**config.mk**
```make
export PLATFORM = sky130hd
export DESIGN_NAME = out_sig_misr
export DESIGN_NICKNAME = d
export VERILOG_FILES = /design/src/rtl/out_sig_pkg.sv /design/src/rtl/out_sig_misr_step.sv /design/src/rtl/out_sig_misr.sv
export SDC_FILE = /design/constraint.sdc
export NUM_CORES = 1
export LEC_CHECK = 0
export CORE_AREA = 2 2 171 156
export CTS_CLUSTER_SIZE = 25
export DETAILED_ROUTE_END_ITERATION = 8
export DIE_AREA = 0 0 173 158
export SLEW_MARGIN = 20
export SYNTH_ARGS = -nofsm -noshare
export SYNTH_HDL_FRONTEND = slang
export SYNTH_SLANG_ARGS = --single-unit
```
**constraint.sdc**
```tcl
create_clock -name clk -period 2.8 [get_ports clk]
set_clock_uncertainty 0.15 [all_clocks]
set_input_delay 0.28 -clock clk [delete_from_list [all_inputs] [get_ports clk]]
set_output_delay 0.28 -clock clk [all_outputs]
set_load 0.05 [all_outputs]
```
**src/rtl/out_sig_pkg.sv**
```systemverilog
// Shared types and helpers for the output signature compactor (out_sig_misr).
// Holds the FSM state encoding, the default MISR polynomial/seed and the
// slice-folding function used to reduce the wide DUT output vector to one
// signature-width word.
package out_sig_pkg;

    typedef enum logic [1:0] {
        ST_IDLE = 2'd0,
        ST_RUN  = 2'd1,
        ST_DONE = 2'd2
    } misr_state_e;

    localparam int unsigned DEF_DATA_W = 159;
    localparam int unsigned DEF_SIG_W  = 32;
    localparam logic [DEF_SIG_W-1:0] DEF_POLY = 32'h04C11DB7;
    localparam logic [DEF_SIG_W-1:0] DEF_SEED = 32'hFFFFFFFF;

    // Number of signature-width slices covering the data vector; the top
    // slice is zero-padded up to FOLD_W bits.
    localparam int unsigned N_SLICES = (DEF_DATA_W + DEF_SIG_W - 1) / DEF_SIG_W;
    localparam int unsigned FOLD_W   = N_SLICES * DEF_SIG_W;

    // XOR all slices of the zero-padded data vector together.
    function automatic logic [DEF_SIG_W-1:0] fold_slices(input logic [FOLD_W-1:0] data);
        logic [DEF_SIG_W-1:0] acc;
        acc = '0;
        for (int s = 0; s < N_SLICES; s++) begin
            acc = acc ^ data[s*DEF_SIG_W +: DEF_SIG_W];
        end
        return acc;
    endfunction

endpackage

```
**src/rtl/out_sig_misr_step.sv**
```systemverilog
// Combinational MISR step: folds the wide input vector into one word and
// combines it with the shifted/feedback signature.
// With OUT_SIG_MISR_XCHK_EN defined, unknown (X/Z) input bits fold as 0.
module misr_step
    import out_sig_pkg::*;
#(
    parameter int unsigned          DATA_W = DEF_DATA_W,
    parameter int unsigned          SIG_W  = DEF_SIG_W,
    parameter logic [SIG_W-1:0]     POLY   = DEF_POLY
) (
    input  logic [SIG_W-1:0]  sig,
    input  logic [DATA_W-1:0] in_data,
    output logic [SIG_W-1:0]  next_sig
);

    logic [DATA_W-1:0] clean;
    logic [FOLD_W-1:0] padded;
    logic [SIG_W-1:0]  fold;

`ifdef OUT_SIG_MISR_XCHK_EN
    // Map every bit that is not a definite 1 (0, X or Z) to 0.
    always_comb begin
        clean = '0;
        for (int i = 0; i < DATA_W; i++) begin
            clean[i] = (in_data[i] === 1'b1);
        end
    end
`else
    assign clean = in_data;
`endif

    // Zero-pad to whole slices, fold, then apply the shift-with-feedback step.
    always_comb begin
        // NOTE: every signal driven here gets a default first, so no path
        // leaves a bit unassigned and no latch is inferred.
        padded             = '0;
        padded[DATA_W-1:0] = clean;
        fold               = fold_slices(padded);
        next_sig           = {sig[SIG_W-2:0], 1'b0}
                           ^ (sig[SIG_W-1] ? POLY : '0)
                           ^ fold;
    end

endmodule

```
**src/rtl/out_sig_misr.sv**
```systemverilog
// out_sig_misr: output signature compactor for the fuzz DUT.
// Folds one DATA_W-bit sample per valid cycle into a SIG_W-bit MISR, counts
// accepted samples and freezes the signature when the programmed count is
// reached or a stop is requested. Synchronous active-high reset.
// Optional feature: define OUT_SIG_MISR_XCHK_EN to enable the sticky
// unknown-input flag (x_seen); otherwise x_seen is tied to 0.
module out_sig_misr
    import out_sig_pkg::*;
#(
    parameter int unsigned      DATA_W = DEF_DATA_W,
    parameter int unsigned      SIG_W  = DEF_SIG_W,
    parameter logic [SIG_W-1:0] POLY   = DEF_POLY,
    parameter logic [SIG_W-1:0] SEED   = DEF_SEED
) (
    input  logic              clk,
    input  logic              rst,
    input  logic              start,
    input  logic              stop,
    input  logic [31:0]       n_samples,
    input  logic              in_valid,
    input  logic [DATA_W-1:0] in_data,
    output logic              busy,
    output logic              sig_valid,
    output logic [SIG_W-1:0]  signature,
    output logic [31:0]       sample_cnt,
    output logic              x_seen
);

    misr_state_e      state, state_nxt;
    logic [31:0]      target;
    logic [31:0]      cnt_inc;
    logic [SIG_W-1:0] sig_nxt;
    logic             absorb;

    assign cnt_inc = sample_cnt + 32'd1;
    // A sample is folded only in RUN and only when no restart is pending.
    assign absorb  = (state == ST_RUN) && in_valid && !start;

    misr_step #(
        .DATA_W (DATA_W),
        .SIG_W  (SIG_W),
        .POLY   (POLY)
    ) u_step (
        .sig      (signature),
        .in_data  (in_data),
        .next_sig (sig_nxt)
    );

    // State register.
    always_ff @(posedge clk) begin
        // NOTE: sequential state uses non-blocking assignments so every
        // register samples pre-edge values regardless of block ordering.
        if (rst) begin
            state <= ST_IDLE;
        end else begin
            state <= state_nxt;
        end
    end

    // Next-state logic; start has priority over stop and sample completion.
    always_comb begin
        state_nxt = state;
        if (start) begin
            state_nxt = (n_samples != 32'd0) ? ST_RUN : ST_DONE;
        end else begin
            unique case (state)
                ST_IDLE: state_nxt = ST_IDLE;
                ST_RUN: begin
                    if (stop || (in_valid && (cnt_inc == target))) begin
                        state_nxt = ST_DONE;
                    end
                end
                ST_DONE: state_nxt = ST_DONE;
                default: state_nxt = ST_IDLE;
            endcase
        end
    end

    // Moore outputs decoded from the current state.
    always_comb begin
        busy      = (state == ST_RUN);
        sig_valid = (state == ST_DONE);
    end

    // Run datapath: target latch, signature and sample counter.
    always_ff @(posedge clk) begin
        if (rst) begin
            target     <= '0;
            signature  <= SEED;
            sample_cnt <= '0;
        end else if (start) begin
            target     <= n_samples;
            signature  <= SEED;
            sample_cnt <= '0;
        end else if (absorb) begin
            signature  <= sig_nxt;
            sample_cnt <= cnt_inc;
        end
    end

`ifdef OUT_SIG_MISR_XCHK_EN
    logic x_seen_q;

    // Sticky unknown-input flag, cleared by start or reset.
    always_ff @(posedge clk) begin
        if (rst || start) begin
            x_seen_q <= 1'b0;
        end else if (absorb && $isunknown(in_data)) begin
            x_seen_q <= 1'b1;
        end
    end

    assign x_seen = x_seen_q;
`else
    assign x_seen = 1'b0;
`endif

endmodule

```
**Word-level counts from Yosys, hierarchy flattened**

Index checks and enable logic that the tools add are counted.

- Register bits: 98
- Input port bits: 196
- Output and inout port bits: 67
- Logic and storage cells: 27

- Mux-type cells: 5
- Reductions and logical operators: 7
- Add/sub/neg operators: 1
- Bitwise operators: 6
- Equality and inequality tests: 4

Operator list:

| kind | count |
|---|---|
| $xor A32 B32 Y32 | 5 |
| $add A32 B1 Y32 const B | 1 |
| $eq A32 B32 Y1 | 1 |
| $reduce_bool A32 Y1 | 1 |
| $xor A32 B31 Y32 | 1 |
| $mux W27 | 1 |
| $mux W2 | 3 |
| $pmux W2 S2 | 1 |
| $logic_and A1 B1 Y1 | 3 |
| $ne A3 B2 Y1 const B | 1 |
| $eq A2 B1 Y1 const B | 1 |
| $eq A2 B2 Y1 const B | 1 |
| $reduce_or A2 Y1 | 1 |
| $logic_not A1 Y1 | 1 |
| $logic_or A1 B1 Y1 | 1 |

**Longest topological paths before layout**

- Depth in word-level cells: 7
- Mapped depth: 10
- Mapped depth without buffers: 9

**Hierarchy**

A second synthesis with hierarchy kept.

- Cells, all modules: 742
- Area total of the unflattened synthesis: 6802.8 um^2

Modules (own cells, without submodules):

| module | area each (um^2) | sequential area each (um^2) | times used | cells each |
|---|---|---|---|---|
| out_sig_misr | 5044.8 | 1961.9 | 1 | 614 |
| misr_step | 1757.9 | 0.0 | 1 | 128 |

**Worst setup path after synthesis**

No wires, ideal clock.

- Path kind: reg2reg
- From: register sample_cnt[20]
- To: register state[1]
- Path slack: -557 ps
- Buffers on the path: 1
- Clock period less this slack: 3357 ps
- Data arrival time: 3127 ps
- Stages on the path, launching flop included: 10
- Required time: 2571 ps
- Setup time: 79 ps
- Cell sequence: dfxtp_1 > buf_2 > nand4_2 > or3_1 > or4_4 > xnor2_2 > nand4_1 > or4_4 > o211a_1 > a211oi_2

- Longest elaborated chain between the ends: 5

Ends and longest elaborated chain:

| element | RTL line | RTL |
|---|---|---|
| from (decl) | out_sig_misr.sv:25 | `output logic [31:0] sample_cnt,` |
| from (signal assigned) | out_sig_misr.sv:97 | `sample_cnt <= cnt_inc;` |
| $add A32 B1 Y32 | out_sig_misr.sv:35 | `assign cnt_inc = sample_cnt + 32'd1;` |
| $eq A32 B32 Y1 | out_sig_misr.sv:69 | `if (stop \|\| (in_valid && (cnt_inc == target))) begin` |
| $logic_and A1 B1 Y1 | out_sig_misr.sv:69 |  |
| $logic_or A1 B1 Y1 | out_sig_misr.sv:69 |  |
| $ne A3 B2 Y1 (no source line) | -- |  |
| to (signal assigned) | out_sig_misr.sv:56 | `state <= state_nxt;` |
| to (decl) | out_sig_misr.sv:29 | `misr_state_e state, state_nxt;` |

No other way between the ends.
A chain may end at the register's enable or synchronous reset.

**Worst setup path after layout**

- From: register sample_cnt[23]
- To: register state[1]

Same word-level chain as after synthesis.

==> results.toml <==
[placed_design]
dp_hpwl_mm = 17.7
pre_cts_ws_ps = -119
place_congestion = 0.840
io_buffers = 261
dp_cells = 1349
placed_area_um2 = 9680

[sta]
period_needed_ps = 2810
tightestPinTransition_ps = 838
relSlewSlack_pct = 44.0
final-hold-violation-count = 0
setup_viol = 1
timing.final.crit_share_pct = 100
maxSlewViolCount = 0
rsz0062_at_grt = "yes"
setup_ws_ps = -10.5
fmax_mhz = 356

[pwr]
swShare_pct = 27.5
seq_power_share_pct = 39.3
leakagePower_nw = 3.63
power_switching_mw = 1.01
ir_drop_mv = 0.267
p_int_mw = 2.66
powerDensity_nw_per_um2 = 367
pwr-share-clk_pct = 35.9
combPwrFrac_pct = 24.8

[floorplan]
die_area_um2 = 27300
io_pins = 263
coreArea_um2 = 25600
fp.dieW_um = 173
fp.dieH_um = 158
rows = 56
start_util_pct = 24.6

[cts]
cts.clk_slew.worst_paths_ps = 80
clockBufferDepth = 2
clock-sinks = 98
clock_latency_ps = 350
ctsRootBufferMaster = "clkbuf_16"
cts_inserted_buffers = 9
h-tree-depth = 3
tritoncts = "built"
cts_setup_buffers = 0

[drt]
ant_nets = 0
drt_wl_total_mm = 21.5
drc = 0
drtPass1Iterations = 5
drt_iter0_drc = 267
vias = 6010
wire_per_inst_um = 15.7
vias_per_cell = 4.40

[critical_path]
r2r_cells = 8
crit_required_ps = 2920
critPathMaxFanout = 3
endpoint = "state[1]$_SDFFE_PP0P_"
cp-startpoint = "sample_cnt[23]$_SDFFE_PP0P_"
reg2reg_slack_ps = -10
reg2reg_from = "sample_cnt[23]$_SDFFE_PP0P_"
rr_endpoint = "state[1]$_SDFFE_PP0P_"
crit_type = "reg -> reg"
critPathCaptureType = "flip-flop"
crit_path_start_kind = "flip-flop"
critical_path_arrival_ps = 2930

[grt]
grt_use_met1_pct = 17.2
grt_pass1_vias = 5791
grt_pass1_wl_mm = 32.0
met2_usage_pct = 28.6
grt_usage_pct = 15.3
grt_util_met3_pct = 4.44
antenna_found_initial = 0
grt_max_degree = 38
grt_overflow = 0
grt.busiest_layer = "met2"

[synth]
synth_flop_cell = "dfxtp_1"
yosysSeqAreaShare_pct = 31.1
synth_area_um2 = 6300
synth.distinct_cells = 52
ys_ff_latch = 98
yosys_warnings = 0
async_flop_share_pct = 0
synthCells = 728
synth_area_per_cell_um2 = 8.66
synth_edf_count = 0
syn_nets = 927

[cells_and_area]
num_antenna_cells = 0
fillers = 2666
finalInstanceArea_um2 = 10000
num-nets-final = 1211
drive_gt1_share_pct = 10.9
fin_cells = 1365
syn_to_final_growth_pct = 58.9

[min_path]
hold_class = "in -> reg"

[run_status]
status = "complete, but fails checks"
violations = "negative setup slack"

[flow_run]
cap_violations = 0
-- worst min path at each step --
stage	slack, ps	depth (start not counted)	from	endpoint
after global placement	350	2	target[0]$_SDFFE_PP0P_	target[0]$_SDFFE_PP0P_
after floorplan	280	2	n_samples[25]	target[25]$_SDFFE_PP0P_
after global routing	220	3	start	state[0]$_SDFFE_PP0P_
final	200	3	start	state[0]$_SDFFE_PP0P_
after detailed placement	340	2	state[0]$_SDFFE_PP0P_	state[0]$_SDFFE_PP0P_
after CTS	200	3	start	state[0]$_SDFFE_PP0P_
-- cell usage in the layout (no fill, tap or decap), drive strengths merged, types with 3 or more instances in the layout --
master,netlist,layout
nor2,66,66
clkdlybuf4s50,0,260
and3,7,7
a21oi,10,10
inv,8,10
nor3,14,14
xnor2,196,196
a211oi,4,4
o211ai,36,36
o21ai,13,13
nand3,13,13
xor2,41,41
mux2i,33,33
nor3b,4,4
clkinvlp,0,3
or3,15,15
nor4,18,18
dfxtp,98,98
nand2,63,63
ha,3,3
clkbuf,28,10
buf,13,54
nand4,19,19
-- cells in the mapped netlist, types with 5 or more instances --
cell	instances	share of area (%)
dfxtp_1	98	31
inv_1	8	0.48
nor4_1	17	1.7
buf_1	7	0.42
a21oi_1	10	0.79
o211ai_1	36	4.3
nand3_1	12	0.95
o21ai_0	12	0.95
and3_1	7	0.69
mux2i_1	33	5.2
nor3_1	14	1.1
xnor2_1	195	27
or3_1	14	1.4
nand4_1	17	1.7
xor2_1	41	5.7
nor2_1	66	3.9
clkbuf_1	28	1.7
buf_2	5	0.40
nand2_1	63	3.8
-- per-layer routing --
layer / part of all wire (%) / wire [um] / up-vias
li1: - / - / 3042
met1: 40 / 8570 / 2741
met2: 52 / 11100 / 217
met3: 7.4 / 1600 / 10
met4: 1.0 / 221 / 0
met5: 0 / 0 / -
-- sequential cells by signal, summed over array words and instances, names as in the netlist --
name	flops
sample_cnt	32
state	2
target	32
signature	32
-- metrics by stage --
stage | hold WS, ps | TNS [ps] | power [mW] | utilization, %
floorplan | 277 | -357 | 1.98 | -
global placement | 346 | -44.3 | 2.39 | 37.7
detailed placement | 345 | -225 | 2.40 | 37.7
CTS | 195 | 0 | 3.75 | 39.1
global route | 216 | -168 | 3.85 | 39.1
finish | 203 | -10.5 | 3.67 | 39.1
-- repair_timing --
action / in CTS / in global routing
setup endpoints to repair: 2 / 2
pin swaps: 6 / 1
resized for setup: 7 / 0
hold buffers: 0 / 0
gates cloned: 0 / 0
endpoints found under the hold margin: 0 / 0
-- cell type report --
class	count	area [um^2]	share of cell area (%)
multi-input combinational	581	4210	42.0
timing repair buffer	314	3010	30.0
sequential	98	2040	20.3
tap	348	435	4.35
clock buffer	10	229	2.29
clock inverter	6	75.1	0.749
inverter	8	30.0	0.300
-- worst max-delay path: stages, from the launching register on --
cell and delay [ps]:
dfxtp_4 350, nand4_1 130, or3_4 400, or4_4 520
xnor2_2 160, nand4_1 100, or4_4 550, o211a_1 230
a211oi_2 130
-- cell families after synthesis --
group | count (synthesis) | synth area share [%]
buffers and inverters | 49 | 3.08
AOI/OAI and AO/OA | 75 | 8.26
and+or+nand+nor | 232 | 18.6
xor gates and xnor gates | 237 | 33.0
adders and majority gates | 3 | 0.595
other | 1 | 0.0595
DFF | 98 | 31.1
muxes | 33 | 5.24
-- power by group through the flow --
stage	combinational (mW)	sequential, mW	clock (mW)
after detailed placement	0.918	1.48	0
after global routing	0.981	1.45	1.42
after CTS	0.922	1.44	1.38
final	0.909	1.44	1.32
after global placement	0.912	1.48	0
after floorplan	0.490	1.49	0
No activity file was read; power rests on OpenSTA's default activity.
